**src/rtl/sma_ds2_ch_sched_if.sv**
```systemverilog
// Bundle for the multi-channel moving-average scheduler:
// per-channel sample requests in, one channel-tagged result stream out.
interface sma_ds2_ch_sched_if #(
  parameter int NUM_CH = 4,
  parameter int DW     = 16,
  parameter int CW     = 2
);
  logic [NUM_CH-1:0]    ch_en;
  logic [NUM_CH-1:0]    ch_clr;
  logic [NUM_CH-1:0]    in_valid;
  logic [NUM_CH*DW-1:0] in_data;
  logic [NUM_CH-1:0]    in_ready;
  logic                 out_valid;
  logic                 out_ready;
  logic [DW-1:0]        out_data;
  logic [CW-1:0]        out_ch;

  modport master (
    output ch_en, ch_clr, in_valid, in_data, out_ready,
    input  in_ready, out_valid, out_data, out_ch
  );

  modport slave (
    input  ch_en, ch_clr, in_valid, in_data, out_ready,
    output in_ready, out_valid, out_data, out_ch
  );
endinterface

```
**src/rtl/sma_ds2_ch_sched.sv**
```systemverilog
// Round-robin scheduler sharing one 4-tap moving-average
// datapath (pairwise-sum split) across NUM_CH channels.
module sma_ds2_ch_sched #(
  parameter int NUM_CH = 4,
  parameter int DW     = 16,
  parameter int CW     = 2
) (
  input logic               clk,
  input logic               rst,
  sma_ds2_ch_sched_if.slave bus
);

  logic signed [DW-1:0] x1_q   [NUM_CH];
  logic signed [DW:0]   s0_1_q [NUM_CH];
  logic signed [DW:0]   s2_q   [NUM_CH];

  logic          ov_q;
  logic [DW-1:0] od_q;
  logic [CW-1:0] oc_q;
  logic [CW-1:0] rr_q;
  logic [CW-1:0] rr_d;

  logic [NUM_CH-1:0] elig;
  logic              any_el;
  logic              can_acc;
  logic              xfer;
  logic [CW-1:0]     gnt;
  int                idx;

  always_comb begin
    elig   = bus.in_valid & bus.ch_en;
    any_el = 1'b0;
    gnt    = '0;
    idx    = 0;
    for (int k = 0; k < NUM_CH; k++) begin
      idx = int'(rr_q) + k;
      if (idx >= NUM_CH) idx = idx - NUM_CH;
      if (!any_el && elig[idx]) begin
        any_el = 1'b1;
        gnt    = CW'(idx);
      end
    end
  end

  assign can_acc = !ov_q || bus.out_ready;
  assign xfer    = can_acc && any_el && !rst;
  assign rr_d    = (gnt == CW'(NUM_CH - 1)) ? '0 : gnt + 1'b1;

  assign bus.in_ready = xfer ? (NUM_CH'(1) << gnt) : '0;

  logic signed [DW-1:0] x;
  logic signed [DW-1:0] hx1;
  logic signed [DW:0]   hs01;
  logic signed [DW:0]   hs2;
  logic signed [DW:0]   s0;
  logic signed [DW+1:0] sum;
  logic [DW-1:0]        q;

  // A same-cycle clear makes the sample see an all-zero history
  always_comb begin
    x    = bus.in_data[int'(gnt)*DW +: DW];
    hx1  = bus.ch_clr[gnt] ? '0 : x1_q[gnt];
    hs01 = bus.ch_clr[gnt] ? '0 : s0_1_q[gnt];
    hs2  = bus.ch_clr[gnt] ? '0 : s2_q[gnt];
    s0   = {x[DW-1], x} + {hx1[DW-1], hx1};
    sum  = {s0[DW], s0} + {hs2[DW], hs2};
    // Floor shift, bumped by one for negative non-exact sums
    q    = sum[DW+1:2]
         + {{(DW-1){1'b0}}, sum[DW+1] & (|sum[1:0])};
  end

  always_ff @(posedge clk) begin
    if (rst) begin
      ov_q <= 1'b0;
      od_q <= '0;
      oc_q <= '0;
      rr_q <= '0;
      for (int c = 0; c < NUM_CH; c++) begin
        x1_q[c]   <= '0;
        s0_1_q[c] <= '0;
        s2_q[c]   <= '0;
      end
    end else begin
      if (xfer) begin
        ov_q <= 1'b1;
        od_q <= q;
        oc_q <= gnt;
        rr_q <= rr_d;
      end else if (bus.out_ready) begin
        ov_q <= 1'b0;
      end
      for (int c = 0; c < NUM_CH; c++) begin
        if (xfer && gnt == CW'(c)) begin
          x1_q[c]   <= x;
          s0_1_q[c] <= s0;
          s2_q[c]   <= hs01;
        end else if (bus.ch_clr[c]) begin
          x1_q[c]   <= '0;
          s0_1_q[c] <= '0;
          s2_q[c]   <= '0;
        end
      end
    end
  end

  assign bus.out_valid = ov_q;
  assign bus.out_data  = od_q;
  assign bus.out_ch    = oc_q;

endmodule

```
**src/flat_wrapper.sv**
```systemverilog
// flat-port wrapper written by rule: the top's interface ports become plain ports
module sma_ds2_ch_sched_flat 
#(
  parameter int NUM_CH = 4,
  parameter int DW     = 16,
  parameter int CW     = 2
)
  (clk, rst, bus_ch_en, bus_ch_clr, bus_in_valid, bus_in_data, bus_out_ready, bus_in_ready, bus_out_valid, bus_out_data, bus_out_ch);
  sma_ds2_ch_sched_if #(.NUM_CH(NUM_CH), .DW(DW), .CW(CW)) bus_i ();
  input logic clk;
  input logic rst;
  input wire logic [$bits(bus_i.ch_en)-1:0] bus_ch_en;
  input wire logic [$bits(bus_i.ch_clr)-1:0] bus_ch_clr;
  input wire logic [$bits(bus_i.in_valid)-1:0] bus_in_valid;
  input wire logic [$bits(bus_i.in_data)-1:0] bus_in_data;
  input wire logic [$bits(bus_i.out_ready)-1:0] bus_out_ready;
  output wire logic [$bits(bus_i.in_ready)-1:0] bus_in_ready;
  output wire logic [$bits(bus_i.out_valid)-1:0] bus_out_valid;
  output wire logic [$bits(bus_i.out_data)-1:0] bus_out_data;
  output wire logic [$bits(bus_i.out_ch)-1:0] bus_out_ch;
  assign bus_i.ch_en = bus_ch_en;
  assign bus_i.ch_clr = bus_ch_clr;
  assign bus_i.in_valid = bus_in_valid;
  assign bus_i.in_data = bus_in_data;
  assign bus_i.out_ready = bus_out_ready;
  assign bus_in_ready = bus_i.in_ready;
  assign bus_out_valid = bus_i.out_valid;
  assign bus_out_data = bus_i.out_data;
  assign bus_out_ch = bus_i.out_ch;
  sma_ds2_ch_sched #(.NUM_CH(NUM_CH), .DW(DW), .CW(CW)) u_core (.clk(clk), .rst(rst), .bus(bus_i));
endmodule
```
**config.mk**
```make
export PLATFORM = sky130hd
export DESIGN_NAME = sma_ds2_ch_sched_flat
export DESIGN_NICKNAME = d
export VERILOG_FILES = /design/src/rtl/sma_ds2_ch_sched_if.sv /design/src/rtl/sma_ds2_ch_sched.sv /design/src/flat_wrapper.sv
export SDC_FILE = /design/constraint.sdc
export NUM_CORES = 1
export LEC_CHECK = 0
export ABC_AREA = 1
export BUFFER_PORTS_ARGS = -buffer_cell sky130_fd_sc_hd__buf_2
export CAP_MARGIN = 20
export CORE_ASPECT_RATIO = 0.5
export CORE_MARGIN = 5
export CORE_UTILIZATION = 55
export DETAILED_ROUTE_END_ITERATION = 16
export GPL_ROUTABILITY_DRIVEN = 0
export PLACE_DENSITY = 0.74
export SETUP_SLACK_MARGIN = 0.5
export SKIP_LAST_GASP = 1
export SYNTH_ARGS = -nofsm -noshare
export SYNTH_HDL_FRONTEND = slang
export SYNTH_SLANG_ARGS = --single-unit
```
**constraint.sdc**
```tcl
create_clock -name clk -period 8.9 [get_ports clk]
set_input_delay 0.89 -clock clk [delete_from_list [all_inputs] [get_ports clk]]
set_output_delay 0.89 -clock clk [all_outputs]
set_load 0.05 [all_outputs]
```
# [Word-level counts from Yosys, hierarchy flattened]
# Memories as Yosys holds them, arrays and structs flattened.
# Cells that the tools add are included.
[word_totals] register_bits=21 ram_bits=200 out_inout_bits=23 wordCells=163 memories=3
[classes] n_addsub=11 magnitude_cmp=9 n_eq_ne=3 n_shift=2 muxes=87 bitwise=26 reduce_logical=18
[mem_list] memory="u_core.s0_1_q" depth=4 word_bits=17 read_ports=1 rd_ports_with_merged_regs=0 wr=4 line="sma_ds2_ch_sched.sv:14" source="logic signed [DW:0] s0_1_q [NUM_CH];"
[mem_list] memory="u_core.s2_q" depth=4 word_bits=17 read_ports=1 rd_ports_with_merged_regs=0 wr=4 line="sma_ds2_ch_sched.sv:15" source="logic signed [DW:0] s2_q [NUM_CH];"
[mem_list] memory="u_core.x1_q" depth=4 word_bits=16 read_ports=1 rd_ports_with_merged_regs=0 wr=4 line="sma_ds2_ch_sched.sv:13" source="logic signed [DW-1:0] x1_q [NUM_CH];"
[op_table] operator="$mux 17" n=18
[op_table] operator="$mux 16" n=9
[op_table] operator="$lt 32x4->1 const B" n=4
[op_table] operator="$mux 32" n=4
[op_table] operator="$ge 32x4->1 const B" n=3
[op_table] operator="$sub 32x4->32 const B" n=3
[op_table] operator="$shiftx 64x7->16" n=1
[op_table] operator="$mux 1" n=45
[op_table] operator="$or 1x1->1" n=24
[op_table] operator="$add 17x17->18" n=1
[op_table] operator="$add 16x16->17" n=1
[op_table] operator="$add 16x1->16" n=1
[op_table] operator="$bmux 1 s2" n=5
[op_table] operator="$mux 2" n=5
[op_table] operator="$logic_and 1x1->1" n=9
[op_table] operator="$add 2x2->3 const B" n=2
[op_table] operator="$logic_not 1->1" n=5
[op_table] operator="$and 4x4->4" n=1
[op_table] operator="$eq 2x2->1 const B" n=2
[op_table] operator="$mux 4" n=1
[op_table] operator="$shl 1x2->4 const A" n=1
[op_table] operator="$sub 2x3->4 const B" n=1
[op_table] operator="$add 2x1->3 const B" n=1
[op_table] operator="$ge 2x3->1 const B" n=1
[op_table] operator="8 further kinds" n=8

# [Longest topological paths before layout]
# Gate-level depths: netlist (run 1).
[depth] ltp_word=23 depth_mapped=52

# [Worst setup path before layout (run 1)]
# No wires, ideal clock.
[synth_timing] kind="input port to flip-flop" startpoint="in bus_in_valid[2]" endpoint="reg u_core.od_q[15] (netlist: u_core.bus.out_data[15])" setup_ps=118 arrival_time_ps=6362 setup_slack_ps=2420 cell_stages=46 n_path_buf=2 cell_sequence="nand2_1 -> inv_1 -> o21ai_0 -> nand2_1 -> o21ai_2 -> nor2_1 -> nor2_1 -> nand2_2 -> nand2_4 -> inv_2 -> buf_6 -> buf_6 -> nand2_1 -> nand3_1 -> nand2_1 -> inv_1 -> ha_1 -> fa_1 -> [... 10 more ...] -> nand2_1 -> nand2_1 -> a21oi_1 -> nor3_1 -> nand2_1 -> nand2_1 -> nand2_1 -> a21oi_1 -> ha_1 -> nand3_1 -> nor2_1 -> nand3_1 -> nor2_1 -> nand2_1 -> nor2_1 -> a21oi_1 -> nor2_1 -> nor2_1"
[synth_between] elab_cells_between_ends=41
[synth_rtl] element="from (decl)" line="flat_wrapper.sv:14" source="input wire logic [$bits(bus_i.in_valid)-1:0] bus_in_valid;"
[synth_rtl] element="$and 4x4->4 *" line="sma_ds2_ch_sched.sv:31" source="elig = bus.in_valid & bus.ch_en;"
[synth_rtl] element="$bmux 1 s2" line="sma_ds2_ch_sched.sv:38" source="if (!any_el && elig[idx]) begin"
[synth_rtl] element="$mux 1 (not written as such) (2 in series)" line="sma_ds2_ch_sched.sv:38"
[synth_rtl] element="$mux 1" line="sma_ds2_ch_sched.sv:38"
[synth_rtl] element="$logic_not 1->1" line="sma_ds2_ch_sched.sv:38"
[synth_rtl] element="$logic_and 1x1->1" line="sma_ds2_ch_sched.sv:38"
[synth_rtl] element="$mux 1" line="sma_ds2_ch_sched.sv:38"
[synth_rtl] element="$logic_not 1->1" line="sma_ds2_ch_sched.sv:38"
[synth_rtl] element="[... 4 more ...]"
[synth_rtl] element="$mux 2 *" line="sma_ds2_ch_sched.sv:38"
[synth_rtl] element="$shiftx 64x7->16 *" line="sma_ds2_ch_sched.sv:61" source="x = bus.in_data[int'(gnt)*DW +: DW];"
[synth_rtl] element="named net u_core.x[0]" line="sma_ds2_ch_sched.sv:51" source="logic signed [DW-1:0] x;"
[synth_rtl] element="$add 16x16->17 *" line="sma_ds2_ch_sched.sv:65" source="s0 = {x[DW-1], x} + {hx1[DW-1], hx1};"
[synth_rtl] element="named net u_core.s0[10]" line="sma_ds2_ch_sched.sv:55" source="logic signed [DW:0] s0;"
[synth_rtl] element="$add 17x17->18 *" line="sma_ds2_ch_sched.sv:66" source="sum = {s0[DW], s0} + {hs2[DW], hs2};"
[synth_rtl] element="$and 1x1->1" line="sma_ds2_ch_sched.sv:69" source="+ {{(DW-1){1'b0}}, sum[DW+1] & (|sum[1:0])};"
[synth_rtl] element="$add 16x1->16 *" line="sma_ds2_ch_sched.sv:69"
[synth_rtl] element="to (signal assigned)" line="sma_ds2_ch_sched.sv:86" source="od_q <= q;"
[synth_rtl] element="to (decl)" line="sma_ds2_ch_sched.sv:18" source="logic [DW-1:0] od_q;"
# The timed path passes the listed nets; every way through them passes the cells marked *. The select of a mux whose other input is x is not followed.
# A chain may end at the register's enable or synchronous reset.

# [Worst setup path after layout (run 1)]
[layout_timing] startpoint="reg u_core.rr_q[0]" endpoint="reg u_core.od_q[15] (netlist: u_core.bus.out_data[15])"
[layout_between] elab_cells_between_ends=55
[layout_rtl] element="from (decl)" line="sma_ds2_ch_sched.sv:20" source="logic [CW-1:0] rr_q;"
[layout_rtl] element="from (signal assigned)" line="sma_ds2_ch_sched.sv:88" source="rr_q <= rr_d;"
[layout_rtl] element="branches (longest 14 deep; another with $sub 32x4->32)"
[layout_rtl] element="$mux 2 *" line="sma_ds2_ch_sched.sv:38"
[layout_rtl] element="$shiftx 64x7->16 *" line="sma_ds2_ch_sched.sv:61"
[layout_rtl] element="named net u_core.x[0]" line="sma_ds2_ch_sched.sv:51"
[layout_rtl] element="$add 16x16->17 *" line="sma_ds2_ch_sched.sv:65"
[layout_rtl] element="named net u_core.s0[12]" line="sma_ds2_ch_sched.sv:55"
[layout_rtl] element="$add 17x17->18 *" line="sma_ds2_ch_sched.sv:66"
[layout_rtl] element="$and 1x1->1" line="sma_ds2_ch_sched.sv:69"
[layout_rtl] element="$add 16x1->16 *" line="sma_ds2_ch_sched.sv:69"
# Mark *: on every way through the listed nets, which the timed path passes. The select of a mux whose other input is x is not followed.

==> results of run 1 <==
critical path: cells and delay by family (launching register included):
family          cells  cell delay, ns
flops               1            0.57
fa+ha+maj           4            1.19
buf+inv             5            0.99
compound gates      9            1.66
simple gates       24            3.06
layer usage:
layer | wire [um] | GRT usage | vias to the layer above
met1 | 15100 | 0.350 | 5109
met2 | 14200 | 0.378 | 434
met5 | 0 | 0 | -
met4 | 548 | 0.0455 | 0
li1 | - | - | 5668
met3 | 2960 | 0.0454 | 49
layout make-up:
class                   count  area (sq um)
fillers                  2158          9270
flip-flops and latches    221          6430
multi-input cells        1256          5720
inverters                 199           752
repair buffers            120           656
clock buffers              25           562
well taps                 315           394
clock inverters            15          98.8
stage by stage:
step | setup slack [ns] | cell area, sq um | hold slack, ns | util
after global routing | 0.543 | 14600 | 0.492 | 0.612
after global placement | 0.967 | 13900 | 0.448 | 0.583
after floorplan | 2.42 | 13300 | 0.587 | -
after CTS | 1.05 | 14600 | 0.472 | 0.611
after detailed placement | 0.767 | 13900 | 0.462 | 0.583
final | 1.25 | 14600 | 0.468 | 0.612
how the worst min path moves through the flow:
stage	depth (start not counted)	startpoint	endpoint	slack, ns
3_3_place_gp	2	u_core.bus.out_ch[0]$_SDFFE_PP0P_	u_core.bus.out_ch[0]$_SDFFE_PP0P_	0.45
3_5_place_dp	2	u_core.bus.out_ch[0]$_SDFFE_PP0P_	u_core.bus.out_ch[0]$_SDFFE_PP0P_	0.46
4_1_cts	2	u_core.bus.out_ch[0]$_SDFFE_PP0P_	u_core.bus.out_ch[0]$_SDFFE_PP0P_	0.47
5_1_grt	2	u_core.bus.out_data[1]$_SDFFE_PP0P_	u_core.bus.out_data[1]$_SDFFE_PP0P_	0.49
2_1_floorplan	2	u_core.rr_q[1]$_SDFFE_PP0P_	u_core.rr_q[1]$_SDFFE_PP0P_	0.59
6_report	2	u_core.bus.out_ch[0]$_SDFFE_PP0P_	u_core.bus.out_ch[0]$_SDFFE_PP0P_	0.47
cell families (layout without fill, tap and decap cells):
kind of cell | Yosys count | count (layout) | share of synthesized area
flip-flops | 221 | 221 | 0.484
buffers and inverters | 276 | 359 | 0.0886
XOR/XNOR | 21 | 21 | 0.0144
AO/OA/AOI/OAI | 77 | 77 | 0.0313
adder cells (fa/ha/maj) | 41 | 41 | 0.0398
AND/OR/NAND/NOR | 1117 | 1117 | 0.342
state kept, by name, indices dropped and copies added (netlist names):
register and count:
u_core.bus.out_data 16, u_core.s2_q 68, u_core.bus.out_ch 2, u_core.bus.out_valid 1, u_core.rr_q 2, u_core.x1_q 64, u_core.s0_1_q 68
cell usage in the layout, fill, tap and decap left out, drive strengths merged, types with 12 or more instances in the layout:
cell type and instances:
nand3 117, edfxtp 200, clkbuf 25, inv 200, dfxtp 21, clkinv 12
buf 120, nand4 13, o21ai 38, a21oi 29, ha 39, nand2 695
nor2 249, xor2 12, nand3b 35
timing repair:
action                     in CTS  in global routing
setup buffers                   0                  0
resized for setup               0                  9
setup endpoints to repair       0                  9
==> qor_table.md, run 1 <==
| Result | Value | Unit |
|:---|:---|:---|
| Post-Route Skew | 0.0249 | ns |
| Remaining design rule violation count | 0 | - |
| Class of the most critical setup path | reg2reg | - |
| Hold Path Class | reg2reg | - |
| Clock Sinks | 221 | - |
| Number of nets produced by synthesis | 1,873 | - |
| Top-count cell post-synth | sky130_fd_sc_hd__nand2_1 | - |
| # H-tree levels | 1 | - |
| Horizontal die dimension | 230 | um |
| Data required, critical path | 9.32 | ns |
| Minimum period implied by the final worst setup slack | 7.65 | ns |
| Chip height | 120 | um |
| Count of pins over their slew limit | 0 | - |
| Number of buffers inserted for hold repair after clock tree synthesis | 0 | - |
| Total number of vias | 11,260 | - |
| Total Die Area | 27,500 | sq um |
| Post-CTS clock slew at the launch and capture registers of the worst setup and hold paths | 0.06 | ns |
| Proportion of register bits with asynchronous set or reset after synthesis | 0 | - |
| Post-Syn Area per Cell | 7.58 | sq um |
| Vias/cell | 5.23 | - |
| Post-layout instance count excluding filler cells | 2,151 | - |
| Post-route antenna net violation count | 0 | - |
| Synthesis-to-finish area growth | 9.99 | % |
| GRT overflow | 0 | - |
| Number of antenna violations at the first check in global routing | 0 | - |
| Number of synthesized flops with an enable pin | 200 | - |
| Routed wire length per instance | 15.3 | um |
| Total standard cell area after synthesis | 13,300 | sq um |
| Clock insertion delay at the later pin of the skew report | 0.55 | ns |
| Worst flop-to-flop path startpoint | u_core.rr_q[0]$_SDFFE_PP0P_ | - |
| Startpoint type of the worst setup path | flop | - |
| Antenna Cells | 0 | - |
| Final critical-path share of the clock period | 0.860 | - |
| Cell taking the most area after synthesis | sky130_fd_sc_hd__edfxtp_1 | - |
| Synth Instances | 1,753 | - |
| Portion of the post-synthesis area used by sequential elements | 0.484 | - |
| Slowest-stage cell, CP | sky130_fd_sc_hd__dfxtp_1 | - |
| Number of synthesized register bits | 221 | - |
| Share of Yosys cell area claimed by the top area cell type | 0.452 | - |
| Type of element capturing the critical path | flop | - |
| Clock tree from TritonCTS | done | - |
| Dominant cell type by count on the critical path | sky130_fd_sc_hd__nand2_1 | - |
| Number of global-route vias before repair | 10,593 | - |
| I/O pin total | 102 | - |
| Worst-case headroom to the max-slew limit | 0.464 | - |
| Layout cell share with drive strength beyond 1 | 0.0937 | - |
| Initial Util | 0.556 | - |
| Timing-limited maximum frequency | 0.131 | GHz |
| Crit Path Max Fanout | 49 | - |
| PortBufs | 101 | - |
| Most frequent cells after synthesis | 689 x sky130_fd_sc_hd__nand2_1, 247 x sky130_fd_sc_hd__nor2_1, 200 x sky130_fd_sc_hd__edfxtp_1 | - |
| Placed wire-length estimate after detailed placement | 20.7 | mm |
| Setup repair after global routing missed its margin | no | - |
| Synth area leaders | sky130_fd_sc_hd__edfxtp_1 45%, sky130_fd_sc_hd__nand2_1 19%, sky130_fd_sc_hd__nor2_1 7.0% | - |
| Drt first pass iters | 6 | - |
| Final setup TNS | 0 | ns |
| Critical Path AT | 8.07 | ns |
| Floorplan row count | 40 | - |
| Startpoint of the most critical setup path | u_core.rr_q[0]$_SDFFE_PP0P_ | - |
| Wire length of the first global-routing pass | 53.8 | mm |
| Tot GR Track Use | 0.239 | - |
| Syn. warnings | 0 | - |
| Floorplan core area | 23,900 | sq um |
| Maximum clock insertion buffer count | 3 | - |
| Distinct cells, synth | 33 | - |
| Final-report setup violation count | 0 | - |
| Overall routed net length | 32.8 | mm |
| Logic depth of the worst register-to-register path | 42 | - |
| Placed insts | 2,111 | - |
| Number of maximum-capacitance violations | 0 | - |
| Fin. Hold Viols | 0 | - |
| Endpoint of the worst-slack reg-to-reg timing path | u_core.bus.out_data[15]$_SDFFE_PP0P_ | - |
| Top FF cell, synth | sky130_fd_sc_hd__edfxtp_1 | - |
| Buffer type at the clock tree root | sky130_fd_sc_hd__clkbuf_16 | - |
| Maximum number of pins on one net before global-route repair | 84 | - |
| Actual transition at the worst max-transition pin | 0.803 | ns |
| Total clock buffers created by CTS | 22 | - |
| Outcome | completed | - |
| Number of design-rule violations left by the first detailed-router iteration | 1,001 | - |
| Fin nets | 1,940 | - |
| Reg-to-reg setup timing slack | 1.25 | ns |
| Worst path max stage delay | 0.57 | ns |
| Endpoint of the most critical setup path | u_core.bus.out_data[15]$_SDFFE_PP0P_ | - |
Power of run 1 is not shown: default switching activity piles up to over one toggle a cycle in this logic, so the estimate is an artifact.
==> run 2, diff against run 1 <==
--- a/config.mk
+++ b/config.mk
@@ -6,5 +6,4 @@
 export NUM_CORES = 1
 export LEC_CHECK = 0
-export ABC_AREA = 1
 export BUFFER_PORTS_ARGS = -buffer_cell sky130_fd_sc_hd__buf_2
 export CAP_MARGIN = 20
==> constraint.sdc (replaced) <==
create_clock -name clk -period 8.9 [get_ports clk]
set_input_delay 0.89 -clock clk [delete_from_list [all_inputs] [get_ports clk]]
set_output_delay 0.89 -clock clk [all_outputs]
set_load 0.005 [all_outputs]
==> run 2 against run 1 <==
Against the previous run: synthesized cell count down 41%; critical path depth decreased by 8; highest routed layer unchanged; global-route usage shrank 1.6 points.
==> qor_table.md, run 2 <==
| Result | Value | Unit |
|:---|:---|:---|
| P_int | 2170 | uW |
| Number of synthesized register bits | 221 | - |
| Power density relative to cell area | 238 | nW/um^2 |
| Number of global-route vias before repair | 8,534 | - |
| GRT overflow | 0 | - |
| Remaining design rule violation count | 0 | - |
| Total Die Area | 25,500 | sq um |
| Endpoint of the worst hold-timing path | u_core.bus.out_data[0]$_SDFFE_PP0P_ | - |
| Proportion of register bits with asynchronous set or reset after synthesis | 0 | - |
| Total number of vias | 8,631 | - |
| Gate power share | 0.341 | - |
| Total clock buffers created by CTS | 21 | - |
| Clock insertion delay at the later pin of the skew report | 0.50 | ns |
| Total power after layout | 3280 | uW |
| Post-route antenna net violation count | 0 | - |
| Most common cell after layout, fill and taps aside | sky130_fd_sc_hd__edfxtp_1 | - |
| Synth Instances | 1,041 | - |
| Reg-to-reg setup timing slack | 1.26 | ns |
| Tot GR Track Use | 0.224 | - |
| Dominant cell type by count on the critical path | sky130_fd_sc_hd__ha_1 | - |
| Routed wire length per instance | 19.9 | um |
| Pre-CTS setup slack | 0.380 | ns |
| Number of nets produced by synthesis | 1,161 | - |
| Wire length of the first global-routing pass | 46.1 | mm |
| Cell taking the most area after synthesis | sky130_fd_sc_hd__edfxtp_1 | - |
| Clock network fraction of total power | 0.269 | - |
| Antenna Cells | 0 | - |
| Class of the most critical setup path | in2reg | - |
| Pleak | 0.00558 | uW |
| Worst flop-to-flop path startpoint | u_core.rr_q[0]$_SDFFE_PP0P_ | - |
| Startpoint of the most critical setup path | bus_in_valid[0] | - |
| Largest registers | u_core.s0_1_q (68), u_core.s2_q (68), u_core.x1_q (64) | - |
| Vias/cell | 6.01 | - |
| Distinct cells, synth | 69 | - |
| Placed wire-length estimate after detailed placement | 18.4 | mm |
| Number of synthesized flops with an enable pin | 200 | - |
| Final setup TNS | 0 | ns |
| Multi-input gate area | 5440 | sq um |
| Syn. warnings | 0 | - |
| Data required, critical path | 9.33 | ns |
| Fin. Hold Viols | 0 | - |
| Outcome | completed | - |
| Critical Path AT | 8.27 | ns |
| Portion of the post-synthesis area used by sequential elements | 0.525 | - |
| Buffer type at the clock tree root | sky130_fd_sc_hd__clkbuf_16 | - |
| Floorplan core area | 21,800 | sq um |
| Initial Util | 0.562 | - |
| Layout cell share with drive strength beyond 1 | 0.219 | - |
| Area taken by flip-flops and latches | 6430 | sq um |
| PortBufs | 101 | - |
| Most frequent cells after synthesis | 200 x sky130_fd_sc_hd__edfxtp_1, 136 x sky130_fd_sc_hd__nor2_1, 82 x sky130_fd_sc_hd__nor3_1 | - |
| Timing-limited maximum frequency | 0.128 | GHz |
| Top FF cell, synth | sky130_fd_sc_hd__edfxtp_1 | - |
| Clock tree from TritonCTS | done | - |
| Post-Route Skew | 0.0143 | ns |
| Final critical-path share of the clock period | 0.881 | - |
| Number of antenna violations at the first check in global routing | 0 | - |
| Total standard cell area after synthesis | 12,200 | sq um |
| Post-Syn Area per Cell | 11.8 | sq um |
| Horizontal die dimension | 221 | um |
| Min-delay src | u_core.bus.out_data[0]$_SDFFE_PP0P_ | - |
| Top-count cell post-synth | sky130_fd_sc_hd__edfxtp_1 | - |
| Startpoint type of the worst setup path | input pin | - |
| Worst-case headroom to the max-slew limit | 0.353 | - |
| Minimum period implied by the final worst setup slack | 7.84 | ns |
| Maximum clock insertion buffer count | 3 | - |
| Hold Path Class | reg2reg | - |
| Setup repair after global routing missed its margin | no | - |
| Synth area leaders | sky130_fd_sc_hd__edfxtp_1 49%, sky130_fd_sc_hd__mux2i_1 6.3%, sky130_fd_sc_hd__mux4_2 5.9% | - |
| # H-tree levels | 1 | - |
| Core Util, Final | 0.632 | - |
| Floorplan row count | 38 | - |
| Final-report setup violation count | 0 | - |
| Post-CTS clock slew at the launch and capture registers of the worst setup and hold paths | 0.07 | ns |
| Fillers | 1,703 | - |
| Number of maximum-capacitance violations | 0 | - |
| Drt first pass iters | 5 | - |
| Commonest non-fill, non-tap cells in the layout | 200 x sky130_fd_sc_hd__edfxtp_1, 136 x sky130_fd_sc_hd__nor2_1, 101 x sky130_fd_sc_hd__buf_2 | - |
| Hold path depth | 2 | - |
| Maximum number of pins on one net before global-route repair | 83 | - |
| Worst ir drop on vdd | 102 | uV |
| Crit Path Max Fanout | 20 | - |
| Fin nets | 1,241 | - |
| Share of total power consumed by net switching | 0.339 | - |
| Worst path max stage delay | 0.56 | ns |
| I/O pin total | 102 | - |
| Synthesis-to-finish area growth | 12.5 | % |
| Type of element capturing the critical path | flop | - |
| Slowest-stage cell, CP | sky130_fd_sc_hd__or4_1 | - |
| Share of Yosys cell area claimed by the top area cell type | 0.491 | - |
| Number of buffers inserted for hold repair after clock tree synthesis | 0 | - |
| Chip height | 115 | um |
| Logic depth of the worst register-to-register path | 32 | - |
| P_sw | 1110 | uW |
| Count of pins over their slew limit | 0 | - |
| Final setup margin | 1.06 | ns |
| Overall routed net length | 28.6 | mm |
| Clock Sinks | 221 | - |
| Endpoint of the worst-slack reg-to-reg timing path | u_core.bus.out_data[12]$_SDFFE_PP0P_ | - |
| Number of design-rule violations left by the first detailed-router iteration | 862 | - |
| Actual transition at the worst max-transition pin | 0.959 | ns |
| Share of power burned in registers | 0.390 | - |
## run 2: cell count changes after synthesis, sizes merged, moves of 10 or more
cell,before,now
nor3,4,83
mux4,0,32
nand2,695,36
nor2b,0,38
buf,60,21
mux2,0,33
inv,199,50
clkbuf,17,43
or3,0,10
nor2,249,136
nand3,117,12
o21ai,38,23
nand3b,35,19
mux2i,0,77
## run 2: worst max-delay path by stage
stage / endpoint / slack, ns / depth (start not counted)
final: u_core.bus.out_data[12]$_SDFFE_PP0P_ / 1.06 / 34
after floorplan: u_core.bus.out_data[12]$_SDFFE_PP0P_ / 0.91 / 35
after CTS: u_core.bus.out_data[12]$_SDFFE_PP0P_ / 0.85 / 34
after detailed placement: u_core.bus.out_data[12]$_SDFFE_PP0P_ / 0.38 / 34
after global routing: u_core.bus.out_data[12]$_SDFFE_PP0P_ / 0.54 / 35
after global placement: u_core.bus.out_data[12]$_SDFFE_PP0P_ / 0.58 / 34
## run 2: critical path: cells and delay by family
kind            cells  cell delay, ns
fa+ha+maj           5            1.43
mux                 1            0.31
compound gates     16            3.00
buf+inv             3            0.44
simple gates        8            1.89
xor+xnor            1            0.27
## run 2: power groups by stage
stage	clock network (uW)	logic (uW)	registers, uW
2_1_floorplan	0	783	1300
3_3_place_gp	0	1070	1300
4_1_cts	889	1100	1280
3_5_place_dp	0	1090	1300
5_1_grt	934	1220	1290
6_report	881	1120	1280
## run 2: metal layers
metal,vias up,part of all wire,GRT usage
met3,38,0.073,0.0332
met4,0,0.017,0.0425
li1,4000,-,-
met5,-,0,0
met2,341,0.46,0.366
met1,4252,0.45,0.328
## run 2: cell type report
cell class | instances | area share
Tap cell | 300 | 0.0273
Sequential cell | 221 | 0.467
Multi-Input combinational cell | 706 | 0.396
Clock inverter | 12 | 0.00836
Inverter | 50 | 0.0136
Clock buffer | 26 | 0.0395
Timing Repair Buffer | 121 | 0.0488
## run 2: logic make-up after synthesis
kind of cell | after synthesis | synth area share
simple gates | 378 | 0.156
mux | 142 | 0.152
flops | 221 | 0.525
buf+inv | 114 | 0.0364
compound gates | 116 | 0.0666
xor+xnor | 29 | 0.0208
fa+ha+maj | 41 | 0.0431
## run 2: per-stage QoR
| step | hold WS, ns | instances | cell area [sq um] |
|---|---|---|---|
| final | 0.483 | 1436 | 13800 |
| after global routing | 0.519 | 1436 | 13800 |
| after global placement | 0.464 | 1397 | 13100 |
| after detailed placement | 0.472 | 1397 | 13100 |
| after CTS | 0.486 | 1435 | 13700 |
| after floorplan | 0.453 | 1041 | 12200 |
## run 2: what timing repair did
action | 4_1_cts | 5_1_grt
setup endpoints to repair | 0 | 5
resized for setup | 0 | 5
setup buffers | 0 | 1
hold endpoints to repair | 0 | 0
Note: power is estimated with default switching activity, not from simulation.
